### config.mk
export PLATFORM = sky130hd
export DESIGN_NAME = store_commit_queue
export DESIGN_NICKNAME = d
export VERILOG_FILES = /design/src/rtl/store_commit_queue.sv
export SDC_FILE = /design/constraint.sdc
export NUM_CORES = 1
export LEC_CHECK = 0
export CORE_MARGIN = 10
export CORE_UTILIZATION = 61
export CTS_CLUSTER_SIZE = 16
export DETAILED_ROUTE_END_ITERATION = 12
export DONT_BUFFER_PORTS = 1
export PLACE_DENSITY = 0.77
export SLEW_MARGIN = 20
export SYNTH_ARGS = -nofsm -noshare
export SYNTH_HDL_FRONTEND = slang
export SYNTH_SLANG_ARGS = --single-unit
### constraint.sdc
create_clock -name clk -period 3.75 [get_ports clk]
set_input_delay 0.1875 -clock clk [delete_from_list [all_inputs] [get_ports clk]]
set_output_delay 0.1875 -clock clk [all_outputs]
set_load 0.05 [all_outputs]
### src/rtl/store_commit_queue.sv
// store_commit_queue: in-order store queue that holds destructive memory ops
// until their instruction id retires, then drains committed heads in order.
// Optional store-to-load forwarding search: define SQ_FORWARD_EN.

package store_commit_queue_pkg;
    typedef struct packed {
        logic [31:0] addr;
        logic [3:0]  be;
        logic [2:0]  fn3;
        logic [31:0] data;
        logic [1:0]  subunit;
        logic        is_amo;
        logic [4:0]  amo_type;
    } sq_entry_t;
endpackage

module store_commit_queue
    import store_commit_queue_pkg::*;
#(
    parameter int unsigned DEPTH = 4,
    parameter int unsigned ID_W  = 4
) (
    input  logic            clk,
    input  logic            rst,
    input  logic            enq_valid,
    output logic            enq_ready,
    input  logic [ID_W-1:0] enq_id,
    input  sq_entry_t       enq_entry,
    input  logic            retire_valid,
    input  logic [ID_W-1:0] retire_id,
    input  logic            flush,
    output logic            out_valid,
    output sq_entry_t       out_entry,
    input  logic            out_ready,
    output logic            sq_empty,
    output logic            no_commited_ops_pending,
    input  logic [31:0]     fwd_addr,
    output logic            fwd_hit,
    output logic [31:0]     fwd_data
);

    localparam int unsigned IDX_W = $clog2(DEPTH);
    localparam int unsigned PTR_W = IDX_W + 1;

    logic [PTR_W-1:0] head;
    logic [PTR_W-1:0] tail;
    logic [DEPTH-1:0] valid;
    logic [DEPTH-1:0] committed;
    logic [ID_W-1:0]  ids     [DEPTH];
    sq_entry_t        entries [DEPTH];

    logic [IDX_W-1:0] head_idx;
    logic [IDX_W-1:0] tail_idx;
    logic             full;
    logic             enq_fire;
    logic             deq_fire;
    logic             enq_commit;
    logic [DEPTH-1:0] commit_nxt;
    logic [PTR_W-1:0] keep_cnt;

    assign head_idx   = head[IDX_W-1:0];
    assign tail_idx   = tail[IDX_W-1:0];
    assign full       = (head_idx == tail_idx) && (head[PTR_W-1] != tail[PTR_W-1]);
    assign enq_ready  = ~full;
    assign enq_fire   = enq_valid & ~full & ~flush;
    assign out_valid  = valid[head_idx] & committed[head_idx];
    assign out_entry  = entries[head_idx];
    assign deq_fire   = out_valid & out_ready;
    assign enq_commit = retire_valid && (retire_id == enq_id);

    assign sq_empty                = (head == tail);
    assign no_commited_ops_pending = ~|(valid & committed);

    // Committed view after this cycle's retire, and how many entries survive a flush
    always_comb begin
        commit_nxt = '0;
        keep_cnt   = '0;
        for (int i = 0; i < DEPTH; i++) begin
            commit_nxt[i] = committed[i] | (valid[i] & retire_valid & (ids[i] == retire_id));
            if (valid[i] && commit_nxt[i]) begin
                keep_cnt = keep_cnt + PTR_W'(1);
            end
        end
    end

    // Pointer and per-entry status bookkeeping
    always_ff @(posedge clk) begin
        if (rst) begin
            head      <= '0;
            tail      <= '0;
            valid     <= '0;
            committed <= '0;
        end else begin
            committed <= commit_nxt & valid;
            if (flush) begin
                // Committed entries are contiguous from head, so tail rolls back to just past them
                for (int i = 0; i < DEPTH; i++) begin
                    if (valid[i] && !commit_nxt[i]) begin
                        valid[i]     <= 1'b0;
                        committed[i] <= 1'b0;
                    end
                end
                tail <= head + keep_cnt;
            end else if (enq_fire) begin
                valid[tail_idx]     <= 1'b1;
                committed[tail_idx] <= enq_commit;
                tail                <= tail + PTR_W'(1);
            end
            if (deq_fire) begin
                valid[head_idx]     <= 1'b0;
                committed[head_idx] <= 1'b0;
                head                <= head + PTR_W'(1);
            end
        end
    end

    // Payload storage, written only on accepted enqueue
    always_ff @(posedge clk) begin
        if (enq_fire) begin
            ids[tail_idx]     <= enq_id;
            entries[tail_idx] <= enq_entry;
        end
    end

`ifdef SQ_FORWARD_EN
    // Youngest matching store wins: scan oldest to youngest, later hits override
    always_comb begin : fwd_search
        logic [IDX_W-1:0] fidx;
        fwd_hit  = 1'b0;
        fwd_data = '0;
        fidx     = '0;
        for (int i = 0; i < DEPTH; i++) begin
            fidx = head_idx + IDX_W'(i);
            if (valid[fidx] && (entries[fidx].addr[31:2] == fwd_addr[31:2]) &&
                (entries[fidx].be != 4'h0)) begin
                fwd_hit  = 1'b1;
                fwd_data = entries[fidx].data;
            end
        end
    end
`else
    logic unused_fwd_addr;
    assign unused_fwd_addr = ^fwd_addr;
    assign fwd_hit         = 1'b0;
    assign fwd_data        = '0;
`endif

endmodule
==> results of run 1 <==
## registers in the layout, summed over array words and instances (netlist names), named ones only
name	count
entries	316
ids	16
committed	4
valid	4
head	3
tail	3
## layout make-up
cell class | count | area share [%]
flip-flops and latches | 348 | 65.7
multi-input cells | 235 | 18.3
repair buffers | 99 | 6.49
clock buffers | 46 | 6.12
well taps | 280 | 2.23
clock inverters | 16 | 0.662
inverters | 18 | 0.479
diodes | 2 | 0.0319
## per-layer routing
metal  vias up  GRT usage (%)  routed length (um)
met1      3142           21.6                9580
met4         0           4.73                 466
met5         -              0                   0
met3        43           6.95                2590
li1       2697              -                   -
met2       249           30.5               13200
## critical path, cell delays in order, from the launching register on
cell	delay [ns]
edfxtp_1	0.42
xor2_1	0.17
nor3_1	0.23
a31o_2	0.19
and2_1	0.16
ha_1	0.27
xnor2_1	0.25
xor2_1	0.18
ha_1	0.16
inv_1	0.05
fa_1	0.41
xor2_2	0.24
nor2_1	0.08
mux2_2	0.28
o221ai_1	0.19
o311ai_1	0.11
## per-stage QoR
stage / setup WS (ns) / cell area [sq um] / util (%)
4_1_cts: 0.186 / 15700 / 72.0
6_report: 0.243 / 15700 / 72.1
5_1_grt: 0.0489 / 15700 / 72.1
3_3_place_gp: 0.381 / 13800 / 63.2
2_1_floorplan: 0.196 / 13600 / -
3_5_place_dp: 0.200 / 13800 / 63.2
## worst max-delay path by stage
| stage | endpoint | slack [ns] | cells past startpoint |
|---|---|---|---|
| 2_1_floorplan | entries[1][0] | 0.20 | 6 |
| 3_3_place_gp | tail[2] | 0.38 | 15 |
| 3_5_place_dp | tail[2] | 0.20 | 15 |
| 4_1_cts | tail[2] | 0.19 | 15 |
| 5_1_grt | tail[2] | 0.05 | 15 |
| 6_report | tail[2] | 0.24 | 15 |
## logic make-up (layout without fill, tap and decap cells)
logic type,count (synthesis),after routing,share of synthesized area [%]
AO/OA/AOI/OAI,28,28,1.62
XOR/XNOR,24,24,1.67
adder cells (fa/ha/maj),13,13,1.26
buffers and inverters,77,179,3.32
flip-flops,348,348,76.4
multiplexers,87,87,13.9
other,1,35,0.0278
AND/OR/NAND/NOR,50,50,1.82
## timing repair
action                                  4_1_cts  5_1_grt
endpoints found under the hold margin       348        0
hold buffers                                 85        0
resized for setup                             0        1
endpoints found under the setup margin        0        1
## Yosys cell counts, drive strengths merged, types with 3 or more instances
master / count / area, sq um
a21oi: 6 / 30.0
a221oi: 4 / 35.0
and2: 8 / 50.1
buf: 49 / 342
clkbuf: 10 / 37.5
dfxtp: 16 / 320
edfxtp: 332 / 9970
ha: 12 / 150
inv: 18 / 67.6
mux2i: 5 / 50.1
mux4: 80 / 1800
nand2: 14 / 55.1
nand3: 4 / 20.0
nor2: 14 / 52.6
nor4: 3 / 25.0
xnor2: 9 / 78.8
xor2: 15 / 146
## power groups by stage
| stage | logic [W] | clock network (W) | registers (W) |
|---|---|---|---|
| 2_1_floorplan | 0.000344 | 0 | 0.00444 |
| 3_3_place_gp | 0.000352 | 0 | 0.00444 |
| 3_5_place_dp | 0.000355 | 0 | 0.00444 |
| 4_1_cts | 0.000470 | 0.00325 | 0.00436 |
| 5_1_grt | 0.000497 | 0.00341 | 0.00436 |
| 6_report | 0.000469 | 0.00320 | 0.00436 |
## layout by cell type (no fill, tap or decap), types with 2 or more instances in the layout
cell,count
dfxtp_4,2
mux4_2,80
o211ai_1,2
nand2_1,13
xor2_1,12
nand3_1,4
ha_1,12
inv_1,14
dfxtp_1,14
nor4_2,2
xor2_2,3
mux2i_1,5
a221oi_1,4
nor2_1,14
diode_2,2
clkbuf_16,37
inv_4,3
nor3_1,2
dlygate4sd3_1,85
conb_1,33
a21oi_1,6
and2_1,7
clkinv_1,6
xnor2_1,9
clkbuf_1,9
and3_1,2
buf_4,9
buf_12,5
o221ai_1,2
clkinv_2,7
edfxtp_1,332
mux2_2,2
==> results.sh, run 1 <==
export IMPL_fin_crit_ns=3.51
export IMPL_r2r_end="tail[2]"
export IMPL_status="finished, final reports clean"
export IMPL_synth_edff_count=332
export IMPL_fin_cells=1044
export IMPL_tns_ns=0
export IMPL_yosysUniqueCellTypes=48
export IMPL_drt_initial_drc_count=441
export IMPL_maxSlewViolCount=0
export IMPL_vias_per_cell=5.87
export IMPL_fmax_ghz=0.285
export IMPL_multi_input_area_sq_mm=0.00287
export IMPL_clk_path_buf_depth=3
export IMPL_via_count=6131
export IMPL_syn_inst=628
export IMPL_grt_pass1_vias=6613
export IMPL_syn_to_final_growth_pct=16.4
export IMPL_min_from="flush"
export IMPL_die_area_sq_mm=0.0284
export IMPL_synth_seq_cells=348
export IMPL_yosysSeqAreaShare_pct=76.4
export IMPL_cp_max_fo=4
export IMPL_track_usage_pct=18.1
export IMPL_power_density_mw_per_mm2=512
export IMPL_seq_power_share_pct=54.3
export IMPL_p_sw_w=0.00169
export IMPL_yosysWarnings=0
export IMPL_reg2reg_depth=15
export IMPL_r2r_start="ids[0][2]"
export IMPL_dr_pass1_iters=7
export IMPL_start_util_pct=61.9
export IMPL_finalPower_w=0.00802
export IMPL_synth_top_flop_cell="edfxtp_1"
export IMPL_core_area_sq_mm=0.0218
export IMPL_grt_pass1_wl_um=40000
export IMPL_dp_cells=895
export IMPL_setup_viol=0
export IMPL_drc=0
export IMPL_avgRoutedWirePerCell_um=24.8
export IMPL_gr_total_overflow=0
export IMPL_die_h_um=169
export IMPL_ir_worst_vdd_mv=0.343
export IMPL_place_hpwl_um=15900
export IMPL_drt_total_wl_um=25900
export IMPL_final_hold_viol_count=0
export IMPL_hold_slack_ns=0.0278
export IMPL_critPathLaunch="ids[0][2]"
export IMPL_drv_cap=0
export IMPL_required_ns=4.12
export IMPL_async_flop_share_pct=0
export IMPL_worstPathArrival_ns=3.87
export IMPL_clkTransAtPathRegs_ns=0.06
export IMPL_ios=241
export IMPL_clock_sinks=348
export IMPL_hold_path_depth=3
export IMPL_combPwrFrac_pct=5.8
export IMPL_hold_path_class="in -> reg"
export IMPL_cp_end_kind="flip-flop"
export IMPL_nFillCells=1271
export IMPL_clk_latency_ns=0.50
export IMPL_avgSynthCellArea_sq_um=21.5
export IMPL_seqCellArea_sq_mm=0.0103
export IMPL_p_leak_nw=5.06
export IMPL_crit_path_start_kind="flip-flop"
export IMPL_cts_made_buffers=35
export IMPL_cts_tree="yes"
export IMPL_synthesis_area_sq_mm=0.0135
export IMPL_timing_final_crit_share_pct=93.5
export IMPL_tightest_slew_ns=0.901
export IMPL_antenna_found_initial=2
export IMPL_drive_gt1_share_pct=20.9
export IMPL_grt_setup_unrepaired="false"
export IMPL_hold_end="tail[0]"
export IMPL_antenna_left=0
export IMPL_clockRootBuffer="clkbuf_16"
export IMPL_r2r_setup_slack_ns=0.24
export IMPL_swShare_pct=21.1
export IMPL_cts_setup_buffers=0
export IMPL_nets=875
export IMPL_p_int_w=0.00633
export IMPL_num_rows=54
export IMPL_portBuffers=0
export IMPL_p_clk_share_pct=39.8
export IMPL_grt_max_degree=46
export IMPL_place_gp_congestion=0.842
export IMPL_critPathKind="reg -> reg"
export IMPL_worst_slew_margin_rel_pct=39.7
export IMPL_die_w_um=169
export IMPL_clock_skew_ns=0.0152
export IMPL_h_tree_depth=2
Power figures use the tool's default switching activity.
==> run 2, diff against run 1 <==
--- a/config.mk
+++ b/config.mk
@@ -5,12 +5,13 @@
 export SDC_FILE = /design/constraint.sdc
 export NUM_CORES = 1
 export LEC_CHECK = 0
+export ABC_AREA = 1
 export CORE_MARGIN = 10
 export CORE_UTILIZATION = 61
 export CTS_CLUSTER_SIZE = 16
 export DETAILED_ROUTE_END_ITERATION = 12
 export DONT_BUFFER_PORTS = 1
-export PLACE_DENSITY = 0.77
+export PLACE_DENSITY = 0.87
 export SLEW_MARGIN = 20
 export SYNTH_ARGS = -nofsm -noshare
 export SYNTH_HDL_FRONTEND = slang
==> results.sh, run 2 <==
export IMPL_status="finished, final reports clean"
export IMPL_tightest_slew_ns=1.00
export IMPL_antenna_left=0
export IMPL_hold_slack_ns=0.0289
export IMPL_synth_area_leaders="edfxtp_1 72%, o21ai_0 5.9%, nor2_1 5.0%, o22ai_1 3.6%, dfxtp_1 2.3%"
export IMPL_setup_viol=0
export IMPL_clk_latency_ns=0.50
export IMPL_cts_made_buffers=34
export IMPL_power_density_mw_per_mm2=514
export IMPL_synth_top_flop_cell="edfxtp_1"
export IMPL_start_util_pct=62.7
export IMPL_drt_initial_drc_count=878
export IMPL_cp_max_fo=3
export IMPL_yosysWarnings=0
export IMPL_synth_edff_count=332
export IMPL_hold_path_depth=3
export IMPL_antenna_found_initial=3
export IMPL_p_leak_nw=5.90
export IMPL_nets=1339
export IMPL_yosysUniqueCellTypes=41
export IMPL_place_area_sq_mm=0.0146
export IMPL_avgRoutedWirePerCell_um=21.7
export IMPL_cp_end_kind="flip-flop"
export IMPL_clockRootBuffer="clkbuf_16"
export IMPL_die_h_um=170
export IMPL_hold_end="valid[2]"
export IMPL_top_register="entries"
export IMPL_r2r_start="ids[0][0]"
export IMPL_yosysTopAreaCellShare_pct=72.2
export IMPL_num_rows=54
export IMPL_grt_setup_unrepaired="false"
export IMPL_hold_path_class="in -> reg"
export IMPL_r2r_setup_slack_ns=0.72
export IMPL_drt_total_wl_um=32700
export IMPL_grt_pass1_wl_um=49400
export IMPL_place_hpwl_um=17600
export IMPL_worstPathArrival_ns=3.46
export IMPL_via_count=8869
export IMPL_reg_top3="entries: 316 flops, ids: 16 flops"
export IMPL_h_tree_depth=2
export IMPL_clock_skew_ns=0.0148
export IMPL_reg2reg_depth=18
export IMPL_final_area_sq_mm=0.0165
export IMPL_yosysMostFrequentCell="edfxtp_1"
export IMPL_clkTransAtPathRegs_ns=0.06
export IMPL_worst_slew_margin_rel_pct=33.0
export IMPL_core_area_sq_mm=0.0220
export IMPL_fin_crit_ns=3.03
export IMPL_required_ns=4.17
export IMPL_synth_seq_cells=348
export IMPL_ios=241
export IMPL_dr_pass1_iters=5
export IMPL_maxSlewViolCount=0
export IMPL_grt_pass1_vias=8889
export IMPL_crit_path_start_kind="flip-flop"
export IMPL_timing_final_crit_share_pct=80.9
export IMPL_track_usage_pct=21.9
export IMPL_drv_cap=0
export IMPL_place_gp_congestion=0.869
export IMPL_async_flop_share_pct=0
export IMPL_portBuffers=0
export IMPL_gr_total_overflow=0
export IMPL_critPathKind="reg -> reg"
export IMPL_synth_top_cells_by_count="332 x edfxtp_1, 182 x nor2_1, 164 x o21ai_0, 80 x o22ai_1, 60 x nand2_1"
export IMPL_drc=0
export IMPL_final_common_cell="edfxtp_1"
export IMPL_yosysTopAreaCell="edfxtp_1"
export IMPL_synthesis_area_sq_mm=0.0138
export IMPL_vias_per_cell=5.90
export IMPL_tns_ns=0
export IMPL_grt_max_degree=159
export IMPL_die_area_sq_mm=0.0290
export IMPL_clock_sinks=348
export IMPL_yosysSeqAreaShare_pct=74.6
export IMPL_fmax_ghz=0.330
export IMPL_largest_register_ff_count=316
export IMPL_syn_to_final_growth_pct=19.7
export IMPL_die_w_um=170
export IMPL_avgSynthCellArea_sq_um=13.3
export IMPL_ir_worst_vdd_mv=0.406
export IMPL_final_cell_mix="332 x edfxtp_1, 182 x nor2_1, 164 x o21ai_0"
export IMPL_drive_gt1_share_pct=14.8
export IMPL_syn_inst=1036
export IMPL_final_hold_viol_count=0
export IMPL_r2r_end="tail[2]"
export IMPL_cts_tree="yes"
export IMPL_min_from="flush"
export IMPL_clk_path_buf_depth=3
-- run 2: what timing repair did --
action | in CTS | in global routing
setup buffers | 0 | 1
hold endpoints to repair | 346 | 1
hold buffers | 87 | 1
gates resized for setup | 0 | 2
endpoints found under the setup margin | 0 | 1
-- run 2: cell type report --
cell class,count,area (sq um)
inverter,36,148
fill,1251,5500
sequential,348,10300
tap,280,350
timing repair buffer,181,1650
antenna,3,7.51
clock buffer,42,902
multi-input combinational,600,3040
clock inverter,12,133
-- run 2: power breakdown --
part	switching [W]	internal, W	total [W]	leakage, nW
Sequential	0.0000281	0.00436	0.00439	3.14
Clock	0.00133	0.00190	0.00323	0.498
Combinational	0.000637	0.000236	0.000873	2.26
-- run 2: worst max path at each step --
stage / start / to / depth (start not counted)
floorplan: head[0] / entries[0][0] / 8
global placement: ids[1][0] / tail[2] / 16
detailed placement: ids[1][0] / tail[2] / 16
CTS: ids[1][0] / tail[2] / 17
global route: ids[0][0] / tail[2] / 18
finish: ids[0][0] / tail[2] / 18
-- run 2: routing by layer --
| metal | track usage [%] | share of wire (%) | vias to the layer above |
|---|---|---|---|
| li1 | - | - | 4046 |
| met4 | 8.09 | 2.7 | 0 |
| met3 | 4.97 | 9.0 | 69 |
| met1 | 26.0 | 37 | 4258 |
| met5 | 0 | 0 | - |
| met2 | 38.2 | 51 | 496 |
-- run 2: cells by family (layout without fill, tap and decap cells) --
| group | Yosys count | after routing | synth area share, % |
|---|---|---|---|
| flip-flops | 348 | 348 | 74.6 |
| AND/OR/NAND/NOR | 283 | 283 | 8.72 |
| AO/OA/AOI/OAI | 262 | 262 | 10.5 |
| buffers and inverters | 120 | 271 | 4.32 |
| adder cells (fa/ha/maj) | 13 | 13 | 1.23 |
| XOR/XNOR | 8 | 8 | 0.562 |
| other | 1 | 36 | 0.0272 |
| multiplexers | 1 | 1 | 0.0725 |
-- run 2: through the flow --
step           utilization [%]  power (W)  setup WS, ns  std cells
4_1_cts                   74.9    0.00849         0.342       1498
2_1_floorplan                -    0.00503         0.542       1068
3_5_place_dp              66.3    0.00522         0.888       1357
6_report                  75.0    0.00849         0.716       1502
3_3_place_gp              66.3    0.00520         0.985       1357
5_1_grt                   75.0    0.00873         0.410       1502
-- run 2: worst max-delay path, stage by stage (launching register included) --
cell and delay, ns:
edfxtp_1 0.41, nand2_1 0.09, o21ai_0 0.08, nor4_1 0.30, nand3_1 0.14, nand2_2 0.11, ha_1 0.27, xor2_2 0.18
xor2_1 0.17, ha_1 0.17, inv_1 0.06, fa_2 0.37, inv_1 0.08, nand3_1 0.09, nand2_1 0.09, nand2_1 0.06
nand3_1 0.07, nand2_1 0.06, a21oi_2 0.15
==> run 3, diff against run 2 <==
--- a/config.mk
+++ b/config.mk
@@ -5,13 +5,13 @@
 export SDC_FILE = /design/constraint.sdc
 export NUM_CORES = 1
 export LEC_CHECK = 0
-export ABC_AREA = 1
+export ABC_AREA = 0
 export CORE_MARGIN = 10
-export CORE_UTILIZATION = 61
+export CORE_UTILIZATION = 57
 export CTS_CLUSTER_SIZE = 16
 export DETAILED_ROUTE_END_ITERATION = 12
 export DONT_BUFFER_PORTS = 1
-export PLACE_DENSITY = 0.87
+export PLACE_DENSITY = 0.85
 export SLEW_MARGIN = 20
 export SYNTH_ARGS = -nofsm -noshare
 export SYNTH_HDL_FRONTEND = slang
==> constraint.sdc (replaced) <==
create_clock -name clk -period 2.75 [get_ports clk]
set_input_delay 0.1375 -clock clk [delete_from_list [all_inputs] [get_ports clk]]
set_output_delay 0.1375 -clock clk [all_outputs]
set_load 0.05 [all_outputs]
==> results.sh, run 3 (same netlist as run 1, synthesis figures left out) <==
export IMPL_status="finished with violations"
export IMPL_violations="negative setup slack"
export IMPL_critPathKind="reg -> reg"
export IMPL_required_ns=3.13
export IMPL_finalPower_w=0.0113
export IMPL_cp_max_fo=3
export IMPL_antenna_left=0
export IMPL_drt_total_wl_um=27700
export IMPL_antenna_found_initial=2
export IMPL_clockRootBuffer="clkbuf_16"
export IMPL_cts_made_buffers=35
export IMPL_hold_path_class="in -> reg"
export IMPL_largest_register_ff_count=316
export IMPL_drive_gt1_share_pct=25.1
export IMPL_cp_end_kind="flip-flop"
export IMPL_hold_path_depth=5
export IMPL_ios=241
export IMPL_clkTransAtPathRegs_ns=0.06
export IMPL_reg2reg_depth=16
export IMPL_drt_initial_drc_count=582
export IMPL_final_hold_viol_count=0
export IMPL_r2r_setup_slack_ns=-0.62
export IMPL_num_rows=56
export IMPL_tightest_slew_ns=0.813
export IMPL_nFillCells=1429
export IMPL_multi_input_area_sq_mm=0.00299
export IMPL_final_cell_mix="332 x edfxtp_1, 87 x dlygate4sd3_1, 80 x mux4_2"
export IMPL_top_register="entries"
export IMPL_final_common_cell="edfxtp_1"
export IMPL_dp_cells=942
export IMPL_worst_slew_margin_rel_pct=45.3
export IMPL_core_area_sq_mm=0.0233
export IMPL_vias_per_cell=5.79
export IMPL_h_tree_depth=2
export IMPL_die_area_sq_mm=0.0302
export IMPL_fin_cells=1095
export IMPL_start_util_pct=57.7
export IMPL_grt_max_degree=63
export IMPL_dr_pass1_iters=4
export IMPL_min_from="enq_id[1]"
export IMPL_place_hpwl_um=16700
export IMPL_avgRoutedWirePerCell_um=25.3
export IMPL_cp_slowest_stage_delay_ns=0.38
export IMPL_clk_path_buf_depth=3
export IMPL_fmax_ghz=0.297
export IMPL_r2r_end="tail[2]"
export IMPL_p_leak_nw=5.16
export IMPL_nets=886
export IMPL_maxSlewViolCount=0
export IMPL_ir_worst_vdd_mv=0.586
export IMPL_crit_path_start_kind="flip-flop"
export IMPL_via_count=6338
export IMPL_place_gp_congestion=0.865
export IMPL_power_density_mw_per_mm2=706
export IMPL_seqCellArea_sq_mm=0.0103
export IMPL_path_cells="xor2_1 > nor3_1 > a31o_2 > and2_4 > ha_4 > xnor2_4 > xor2_1 > ha_2 > inv_1 > fa_2 > xor2_2 > buf_4 > nand3_1 > o211ai_1 > o221ai_2 > o311ai_2"
export IMPL_clk_latency_ns=0.51
export IMPL_syn_to_final_growth_pct=19.3
export IMPL_reg_top3="entries: 316 flops, ids: 16 flops"
export IMPL_drc=0
export IMPL_die_h_um=174
export IMPL_hold_end="committed[3]"
export IMPL_cts_tree="yes"
export IMPL_fin_ws_ns=-0.622
export IMPL_timing_final_crit_share_pct=123
export IMPL_drv_cap=0
export IMPL_worst_path_most_repeated_cell="xor2_1"
export IMPL_worstPathArrival_ns=3.75
export IMPL_track_usage_pct=18.0
export IMPL_portBuffers=0
export IMPL_clock_sinks=348
export IMPL_clock_skew_ns=0.0212
export IMPL_grt_pass1_wl_um=42400
export IMPL_r2r_start="ids[0][0]"
export IMPL_grt_setup_unrepaired="true"
export IMPL_cp_slowest_cell="edfxtp_1"
export IMPL_grt_pass1_vias=6831
export IMPL_gr_total_overflow=0
export IMPL_die_w_um=174
export IMPL_setup_viol=1
export IMPL_fin_crit_ns=3.37
[run 3: stage by stage]
step	utilization [%]	TNS, ns	hold WS [ns]	area (sq um)	worst slack (ns)
3_5_place_dp	60.0	-0.562	0.209	14000	-0.562
5_1_grt	68.9	-0.778	0.0679	16100	-0.718
4_1_cts	68.7	-0.594	0.0299	16000	-0.594
2_1_floorplan	-	-27.41	0.206	13700	-0.231
6_report	68.9	-0.622	0.0750	16100	-0.622
3_3_place_gp	60.0	-0.361	0.207	14000	-0.361
[run 3: final cells by class]
| cell class | count | share of cell area (%) |
|---|---|---|
| Sequential cell | 348 | 64.1 |
| Multi-Input combinational cell | 235 | 18.6 |
| Tap cell | 319 | 2.48 |
| Clock inverter | 21 | 1.49 |
| Timing Repair Buffer | 110 | 7.12 |
| Inverter | 18 | 0.491 |
| Antenna cell | 2 | 0.0311 |
| Clock buffer | 42 | 5.68 |
[run 3: how the worst max path moves through the flow]
| stage | endpoint | depth (start not counted) | from |
|---|---|---|---|
| after CTS | tail[2] | 16 | ids[0][0] |
| after detailed placement | tail[2] | 16 | ids[0][0] |
| final | tail[2] | 16 | ids[0][0] |
| after global placement | tail[2] | 16 | ids[0][0] |
| after floorplan | tail[2] | 16 | ids[0][0] |
| after global routing | tail[2] | 16 | ids[0][3] |
[run 3: routing by layer]
layer | vias to the layer above | wire (um) | GRT usage (%)
met1 | 3285 | 10000 | 20.9
met2 | 296 | 14600 | 31.2
li1 | 2713 | - | -
met4 | 0 | 426 | 4.06
met3 | 44 | 2610 | 6.73
met5 | - | 0 | 0
[run 3: timing repair]
action                                  CTS  global route
buffers inserted                          0             1
resized for setup                         1             5
pin swaps                                 1             4
endpoints found under the setup margin    1             2
hold buffers                             87             0
endpoints found under the hold margin   348             0
cloned                                    0             0
[run 3: critical path: cells and delay by family (launching register included)]
| family | cells | cell delay, ns |
|---|---|---|
| buffers and inverters | 2 | 0.21 |
| xor gates and xnor gates | 4 | 0.69 |
| AOI/OAI and AO/OA | 4 | 0.73 |
| and+or+nand+nor | 3 | 0.41 |
| adders and majority gates | 3 | 0.81 |
| DFF | 1 | 0.38 |
[run 3: power by group]
| group | internal [W] | switching [W] |
|---|---|---|
| registers | 0.00591 | 0.0000309 |
| clock network | 0.00285 | 0.00189 |
| logic | 0.000177 | 0.000480 |
| total | 0.00894 | 0.00241 |
